[src/rtl/mcol_iter.sv]
// Iterative AES MixColumns / InvMixColumns engine.
// Processes COLS_PER_CYCLE columns per clock, from column 0 upward, over a 128-bit working register.
module mcol_iter #(
  parameter int COLS_PER_CYCLE = 1,
  parameter bit ENABLE_INV     = 1'b1
) (
  input  logic         clk,
  input  logic         rst_n,
  input  logic         in_valid,
  output logic         in_ready,
  input  logic [127:0] in_state,
  input  logic         in_inv,
  output logic         out_valid,
  input  logic         out_ready,
  output logic [127:0] out_state,
  output logic         busy
);

  // state | meaning
  // IDLE  | waiting for a state; in_ready high
  // PROC  | transforming COLS_PER_CYCLE columns per edge
  // DONE  | result held in working register until out_ready
  typedef enum logic [1:0] {IDLE, PROC, DONE} state_t;

  localparam logic [1:0] STEP     = 2'(COLS_PER_CYCLE);
  localparam logic [1:0] LAST_CNT = 2'(4 - COLS_PER_CYCLE);

  state_t       state;
  logic [1:0]   cnt;
  logic         mode;
  logic [127:0] work;

  logic [1:0]  lane_idx [COLS_PER_CYCLE];
  logic [31:0] lane_in  [COLS_PER_CYCLE];
  logic [31:0] lane_out [COLS_PER_CYCLE];

  function automatic logic [7:0] xt(input logic [7:0] b);
    return {b[6:0], 1'b0} ^ (b[7] ? 8'h1b : 8'h00);
  endfunction

  function automatic logic [31:0] mix_fwd(input logic [31:0] col);
    logic [7:0] s0, s1, s2, s3;
    s0 = col[31:24];
    s1 = col[23:16];
    s2 = col[15:8];
    s3 = col[7:0];
    return {xt(s0) ^ xt(s1) ^ s1 ^ s2 ^ s3,
            s0 ^ xt(s1) ^ xt(s2) ^ s2 ^ s3,
            s0 ^ s1 ^ xt(s2) ^ xt(s3) ^ s3,
            xt(s0) ^ s0 ^ s1 ^ s2 ^ xt(s3)};
  endfunction

  // Per byte, build the 09/0B/0D/0E multiples from shared x2/x4/x8 terms.
  function automatic logic [31:0] mix_inv(input logic [31:0] col);
    logic [7:0] s [4];
    logic [7:0] m9 [4];
    logic [7:0] mb [4];
    logic [7:0] md [4];
    logic [7:0] me [4];
    logic [7:0] m2, m4, m8;
    for (int i = 0; i < 4; i++) begin
      s[i]  = col[31-8*i -: 8];
      m2    = xt(s[i]);
      m4    = xt(m2);
      m8    = xt(m4);
      m9[i] = m8 ^ s[i];
      mb[i] = m8 ^ m2 ^ s[i];
      md[i] = m8 ^ m4 ^ s[i];
      me[i] = m8 ^ m4 ^ m2;
    end
    return {me[0] ^ mb[1] ^ md[2] ^ m9[3],
            m9[0] ^ me[1] ^ mb[2] ^ md[3],
            md[0] ^ m9[1] ^ me[2] ^ mb[3],
            mb[0] ^ md[1] ^ m9[2] ^ me[3]};
  endfunction

  for (genvar j = 0; j < COLS_PER_CYCLE; j++) begin : g_lane
    assign lane_idx[j] = cnt + 2'(j);
    assign lane_in[j]  = work[{lane_idx[j], 5'b0} +: 32];
    if (ENABLE_INV) begin : g_inv
      assign lane_out[j] = mode ? mix_inv(lane_in[j]) : mix_fwd(lane_in[j]);
    end else begin : g_fwd
      assign lane_out[j] = mix_fwd(lane_in[j]);
    end
  end

  assign out_state = work;

  always_ff @(posedge clk) begin
    if (!rst_n) begin
      state     <= IDLE;
      cnt       <= 2'd0;
      mode      <= 1'b0;
      work      <= 128'h0;
      in_ready  <= 1'b1;
      out_valid <= 1'b0;
      busy      <= 1'b0;
    end else begin
      case (state)
        IDLE: begin
          if (in_valid) begin
            work     <= in_state;
            mode     <= in_inv && ENABLE_INV;
            cnt      <= 2'd0;
            state    <= PROC;
            in_ready <= 1'b0;
            busy     <= 1'b1;
          end
        end
        PROC: begin
          for (int j = 0; j < COLS_PER_CYCLE; j++)
            work[{lane_idx[j], 5'b0} +: 32] <= lane_out[j];
          cnt <= cnt + STEP;
          if (cnt == LAST_CNT) begin
            state     <= DONE;
            out_valid <= 1'b1;
          end
        end
        DONE: begin
          if (out_ready) begin
            state     <= IDLE;
            out_valid <= 1'b0;
            busy      <= 1'b0;
            in_ready  <= 1'b1;
          end
        end
        default: begin
          state     <= IDLE;
          in_ready  <= 1'b1;
          out_valid <= 1'b0;
          busy      <= 1'b0;
        end
      endcase
    end
  end

endmodule

[config.mk]
export PLATFORM = sky130hd
export DESIGN_NAME = mcol_iter
export DESIGN_NICKNAME = d
export VERILOG_FILES = /design/src/rtl/mcol_iter.sv
export SDC_FILE = /design/constraint.sdc
export NUM_CORES = 1
export LEC_CHECK = 0
export ABC_CLOCK_PERIOD_IN_PS = 3460
export CORE_MARGIN = 10
export CORE_UTILIZATION = 35
export DETAILED_ROUTE_END_ITERATION = 8
export GPL_ROUTABILITY_DRIVEN = 1
export SLEW_MARGIN = 10
export SYNTH_ARGS = -nofsm -noshare
export SYNTH_HDL_FRONTEND = slang
export SYNTH_SLANG_ARGS = --single-unit
[constraint.sdc]
create_clock -name clk -period 3.46 [get_ports clk]
set_clock_uncertainty 0.1 [all_clocks]
set_input_delay 1.038 -clock clk [delete_from_list [all_inputs] [get_ports clk]]
set_output_delay 1.038 -clock clk [all_outputs]
set_load 0.01 [all_outputs]
## Word-level counts from Yosys, hierarchy flattened

Index checks and enable logic that the tools add are counted.

| cells by class | value |
|---|---|
| divide/modulo/power cells | 0 |
| $lt $le $gt $ge | 0 |
| eq/ne operators | 6 |
| bitwise logic cells | 66 |
| $mul | 0 |
| shift operators | 3 |
| muxes and demuxes | 30 |
| add/subtract/negate cells | 2 |
| reductions and logical operators | 7 |

Operators with widths:

| kind | count |
|---|---|
| 8-bit bitwise XOR | 52 |
| 128-bit case mux with 2 select lines | 1 |
| 128-bit bitwise mux | 1 |
| 128-bit 2-to-1 mux | 1 |
| 32-bit by 9-bit variable shift with 128-bit output, first input constant | 1 |
| 128-bit by 8-bit indexed part select with 32-bit output | 1 |
| 32-bit by 9-bit indexed part select with 128-bit output | 1 |
| 8-bit by 5-bit bitwise XOR with 8-bit output | 12 |
| 5-bit 2-to-1 mux | 12 |
| 32-bit 2-to-1 mux | 1 |
| 7-bit negation with 9-bit output | 1 |
| 1-bit case mux with 3 select lines | 3 |
| 3-bit AND reduction | 3 |
| 2-bit 2-to-1 mux | 4 |
| 2-bit inequality test, second input constant | 3 |
| 2-bit case mux with 3 select lines | 1 |
| 1-bit 2-to-1 mux | 5 |
| 2-bit == test, second input constant | 2 |
| 2-bit case mux with 2 select lines | 1 |
| 2-bit AND reduction | 2 |
| 2-bit by 1-bit adder with 2-bit output, second input constant | 1 |
| 2-bit by 1-bit == test with 1-bit output, second input constant | 1 |
| 2-bit zero test | 1 |
| 1-bit NOT | 2 |
| 2-bit nonzero test | 1 |

| storage, ports and cells | value |
|---|---|
| output and inout port bits | 131 |
| bits in read-only memories | 0 |
| input bits | 133 |
| RAM bits | 0 |
| register bits after elaboration | 136 |
| memories kept | 0 |
| word-level logic and storage cells | 121 |
| latch bits | 0 |

## Longest topological paths before layout

| depth | value |
|---|---|
| depth in word-level cells | 16 |
| mapped depth | 12 |
| mapped depth without buffers | 8 |

## Worst setup path after synthesis

Ideal clock, no wire load.

| timing path | value |
|---|---|
| path kind | reg-to-reg |
| from | register cnt[0] |
| to | register work[61] (netlist: out_state[61]) |
| cell stages (with the launch flop) | 12 |
| slack | 0.127 ns |
| setup time | 0.116 ns |
| arrival | 3.116 ns |
| buffers on the path | 3 |
| period minus slack after synthesis | 3.333 ns |
| data required time | 3.244 ns |
| cell sequence | dfxtp_1 > buf_6 > buf_12 > mux4_2 > buf_6 > xor2_1 > xnor3_2 > xnor3_1 > mux2i_1 > xnor2_1 > o21ai_1 > o211a_1 |

| on the way | value |
|---|---|
| cells in the longest elaborated chain, start to end | 14 |
| elaborated cells between the ends (all ways) | 83 |
| classes of those cells | add/sub: 1; shift: 3; mux: 15; bitwise: 64 |

RTL lines:

| item | RTL line | text |
|---|---|---|
| from (decl) | 29 | `logic [1:0] cnt;` |
| from (signal assigned) | 113 | `cnt <= cnt + STEP;` |
| 128-bit by 8-bit indexed part select with 32-bit output | 79 | `assign lane_in[j] = work[{lane_idx[j], 5'b0} +: 32];` |
| 8-bit by 5-bit bitwise XOR with 8-bit output or 5-bit 2-to-1 mux (tied branches) (2 in series) | 38 | `return {b[6:0], 1'b0} ^ (b[7] ? 8'h1b : 8'h00);` |
| 5-bit 2-to-1 mux or 8-bit by 5-bit bitwise XOR with 8-bit output (tied branches) | 38 |  |
| 8-bit by 5-bit bitwise XOR with 8-bit output | 38 |  |
| 8-bit bitwise XOR (on tied branches) (2 in series) | 67, 68, 69 |  |
| 8-bit bitwise XOR (on tied branches) (3 in series) | n/a |  |
| 32-bit 2-to-1 mux | 81 | `assign lane_out[j] = mode ? mix_inv(lane_in[j]) : mix_fwd(lane_in[j]);` |
| 32-bit by 9-bit indexed part select with 128-bit output | 112 | `work[{lane_idx[j], 5'b0} +: 32] <= lane_out[j];` |
| 128-bit bitwise mux * | 112 |  |
| 128-bit case mux with 2 select lines * | 99 | `case (state)` |
| to (signal assigned) | 102 | `work <= in_state;` |
| to (signal, indexed assignment) | 112 |  |
| to (decl) | 31 | `logic [127:0] work;` |

Every way passes the cells marked *; elsewhere a longest branch is shown, timed or not.
A chain may end at the register's enable or synchronous reset.

## Worst setup path after layout

| timing path | value |
|---|---|
| from | register cnt[0] |
| to | register work[20] (netlist: out_state[20]) |

Same word-level chain as after synthesis.

==> results.md <==
* Number of flops mapped to enable cells by yosys at 0
* Final TNS setup at 0 ns
* Remaining global-route overflow at 0
* Global-route wire length before repair at 64.2 mm
* Area share of fa/ha/maj cells after synthesis at 0.00510
* Status: complete, no violations
* FF-to-FF path depth at 10
* Synth area leaders: dfxtp_1 28%, xnor2_1 12%, mux4_2 6.9%, xnor3_1 6.2%, a221oi_1 6.1%
* Hold slack final at 0.420 ns
* Type of origin of the critical path: flop
* Max cap viols at 0
* Worst-path clk slew at 0.08 ns
* GRT Total Usage at 0.239
* Hold Fails Final Rpt at 0
* NumNets Final at 1,454
* Main combinational cell family by area after synthesis: XOR/XNOR gates
* R2r setup slk at 0.03 ns
* CTS H-tree lvls at 4
* Hold path start: out_state[80]
* CP Class: flop to flop
* Slew Viols, Final at 0
* Clock latency on the worst-skew pair at 0.44 ns
* CTS tree: done
* Filler instances at 2,476
* Synth Warn # at 0
* Dpl hpwl at 32.7 mm
* Drt drc at 0
* Post-synthesis net count at 1,147
* Vias at 9,624
* #FFs+latches synth at 136
* Pwr dens at 746 nW/um^2
* Compound-Gate Fraction of Synth Area at 0.217
* Leak Pwr at 5.86 nW
* Placed Area at 13,500 um^2
* XOR/XNOR share of the synthesized area at 0.269
* RSZ-0062 raised after global routing: true
* Detailed Route Iter0 Violations at 972
* Die area at 35,100 um^2
* Crit path DAT at 3.67 ns
* Rel. slew slack at 0.456
* WL per Instance at 25.7 um
* Post-Synthesis Cells at 1,010
* Vias in the first global route at 9,697
* Area leader, netlist: dfxtp_1
* Hold Path End: out_state[80]
* I/O pins at 264
* Unique masters post-synth at 56
* Fin worst setup slack at 0.0259 ns
* Mean Syn Cell Area at 9.72 um^2
* Row cnt at 61
* Synthesized cell area at 9820 um^2
* Clock sink count at 136
* CTS root buf: clkbuf_16
* Worst setup EP type: flop
* Area share of the largest cell type after synthesis at 0.277
* Area of the multi-input gates at 6860 um^2
* Tcrit/Tclk final at 0.993
* Main synth FF type: dfxtp_1
* Starting Density at 0.354
* Clk buf depth at 2
* Core Area at 27,700 um^2
* Dpl ws at -0.133 ns
* TritonRoute pass-1 iters at 5
* Worst EP required at 3.70 ns
* Hold depth at 2
* Fraction of layout cells with a size suffix above 1 at 0.195
* RD Place Congestion at 0.954
* Max Clk Rate at 0.291 GHz
* Pin count of the biggest net entering global routing at 131
* Chip width at 187 um
* R2r startpoint: cnt[0]
* Post-Route WL at 43.9 mm
* Mux cell area share after synthesis at 0.0846
* Worst Hold Class: flop to flop
* Die H at 187 um
* Setup violations, final at 0
* Via density at 5.63
* Port Buffer Count at 263
* Total Power at 10.8 mW
* Synth async-reset ratio at 0
* Worst slew pin tran at 0.815 ns
* Final Cell Area at 14,400 um^2
* Synth Area in Simple Gates at 0.0950
* Sequential cell area fraction in the yosys report at 0.277
* VDD IR-drop max at 0.000385 V
* R2r endpoint: out_state[20]
* Initial antenna violation count at 1
* Final min period at 3.43 ns
* CP Max Fanout at 11
* Area grow syn2layout at 46.9%
* Post-CTS Hold Fix Bufs at 0
* Cts bufs inserted at 17
* Number of routed nets with antenna violations at 0
* Register area at 2730 um^2
[per-layer routing]
layer	vias to the layer above	part of all wire	GRT usage
li1	4305	-	-
met1	4723	0.41	0.304
met2	532	0.47	0.382
met3	64	0.097	0.0680
met4	0	0.023	0.0745
met5	-	0	0
[critical path: stages, from the launching register on]
cell	delay, ns
dfxtp_4	0.43
buf_12	0.19
mux4_2	0.63
xor2_1	0.28
xnor3_1	0.46
xnor3_1	0.39
mux2i_1	0.22
xnor2_1	0.20
buf_4	0.21
o21ai_1	0.06
o211a_1	0.15
[cell families after synthesis]
| group | count (synthesis) |
|---|---|
| mux | 41 |
| fa+ha+maj | 4 |
| buf+inv | 108 |
| compound gates | 307 |
| flops | 136 |
| xor+xnor | 218 |
| simple gates | 196 |
[registers in the layout, summed over array words and instances (netlist names)]
register,flops
out_state,128
cnt,2
state,2
busy,1
in_ready,1
mode,1
out_valid,1
[worst max path at each step]
stage | to | slack [ns] | from
2_1_floorplan | out_state[61] | 0.13 | cnt[0]
3_3_place_gp | out_state[2] | -0.08 | cnt[0]
3_5_place_dp | out_state[76] | -0.13 | cnt[0]
4_1_cts | out_state[20] | 0.007 | cnt[0]
5_1_grt | out_state[126] | -0.04 | cnt[0]
6_report | out_state[20] | 0.03 | cnt[0]
[timing repair]
item                                    in CTS  in global routing
setup buffers                                0                  3
endpoints found under the hold margin        0                  0
resized for setup                            3                 40
endpoints found under the setup margin      45                 70
pin swaps                                    0                  8
cloned                                       1                  0
[cell type report]
cell class | instances | area share
Multi-Input combinational cell | 766 | 0.476
Timing Repair Buffer | 390 | 0.260
Sequential cell | 136 | 0.189
Tap cell | 378 | 0.0328
Clock buffer | 17 | 0.0295
Clock inverter | 15 | 0.0108
Inverter | 6 | 0.00156
Antenna cell | 1 | 0.000174
[report_power, final]
part           total (mW)  switching [mW]  internal (mW)
sequential           1.89           0.158           1.73
combinational        7.02            3.48           3.53
clock                1.85           0.883          0.962
[cell usage after synthesis, drive strengths merged (6+ instances only)]
library cell / instances
a21oi: 59
buf: 28
clkbuf: 74
o21ai: 97
xor2: 39
and2: 7
o211a: 40
and3: 8
o211ai: 23
a221oi: 68
nor3b: 17
nor2: 74
mux2i: 9
mux4: 32
nor2b: 9
dfxtp: 136
inv: 6
nand2: 59
xnor3: 31
xnor2: 138
xor3: 10
[metrics by stage]
stage,std cells,util
after floorplan,1010,-
final,1709,0.520
after global placement,1672,0.489
after global routing,1709,0.520
after CTS,1705,0.512
after detailed placement,1672,0.489
[cell usage in the layout (no fill, tap or decap), types with 4 or more instances in the layout]
master           netlist  final
ha_1                   4      4
xnor3_2                4      7
a21oi_1               58     54
inv_1                  6      6
clkdlybuf4s50_1        0    262
and3_1                 8      8
buf_12                 1     11
xor2_4                 1      4
buf_4                  7    115
nand3_1                4      4
xnor2_2                6     15
xor2_1                32     29
mux2i_1                8      6
a21oi_4                0      4
o211ai_1              23     23
o211a_1               40     40
nor3b_1               17     16
a2bb2oi_1              4      4
and2_1                 7      7
a21o_1                 4      4
a221oi_2               0      6
xor3_1                 9      5
nor2_1                74     74
o21ai_1               20     20
nor3_1                 5      5
dfxtp_1              136    134
xor3_2                 1      5
clkbuf_16              0     17
xnor3_1               27     24
xor2_2                 6      6
inv_6                  0      6
o21ai_0               76     75
nor2b_1                9      9
nand2_1               59     58
a221oi_1              68     62
xnor2_1              130    120
mux4_2                30     32
No activity file was read; power rests on OpenSTA's default activity.
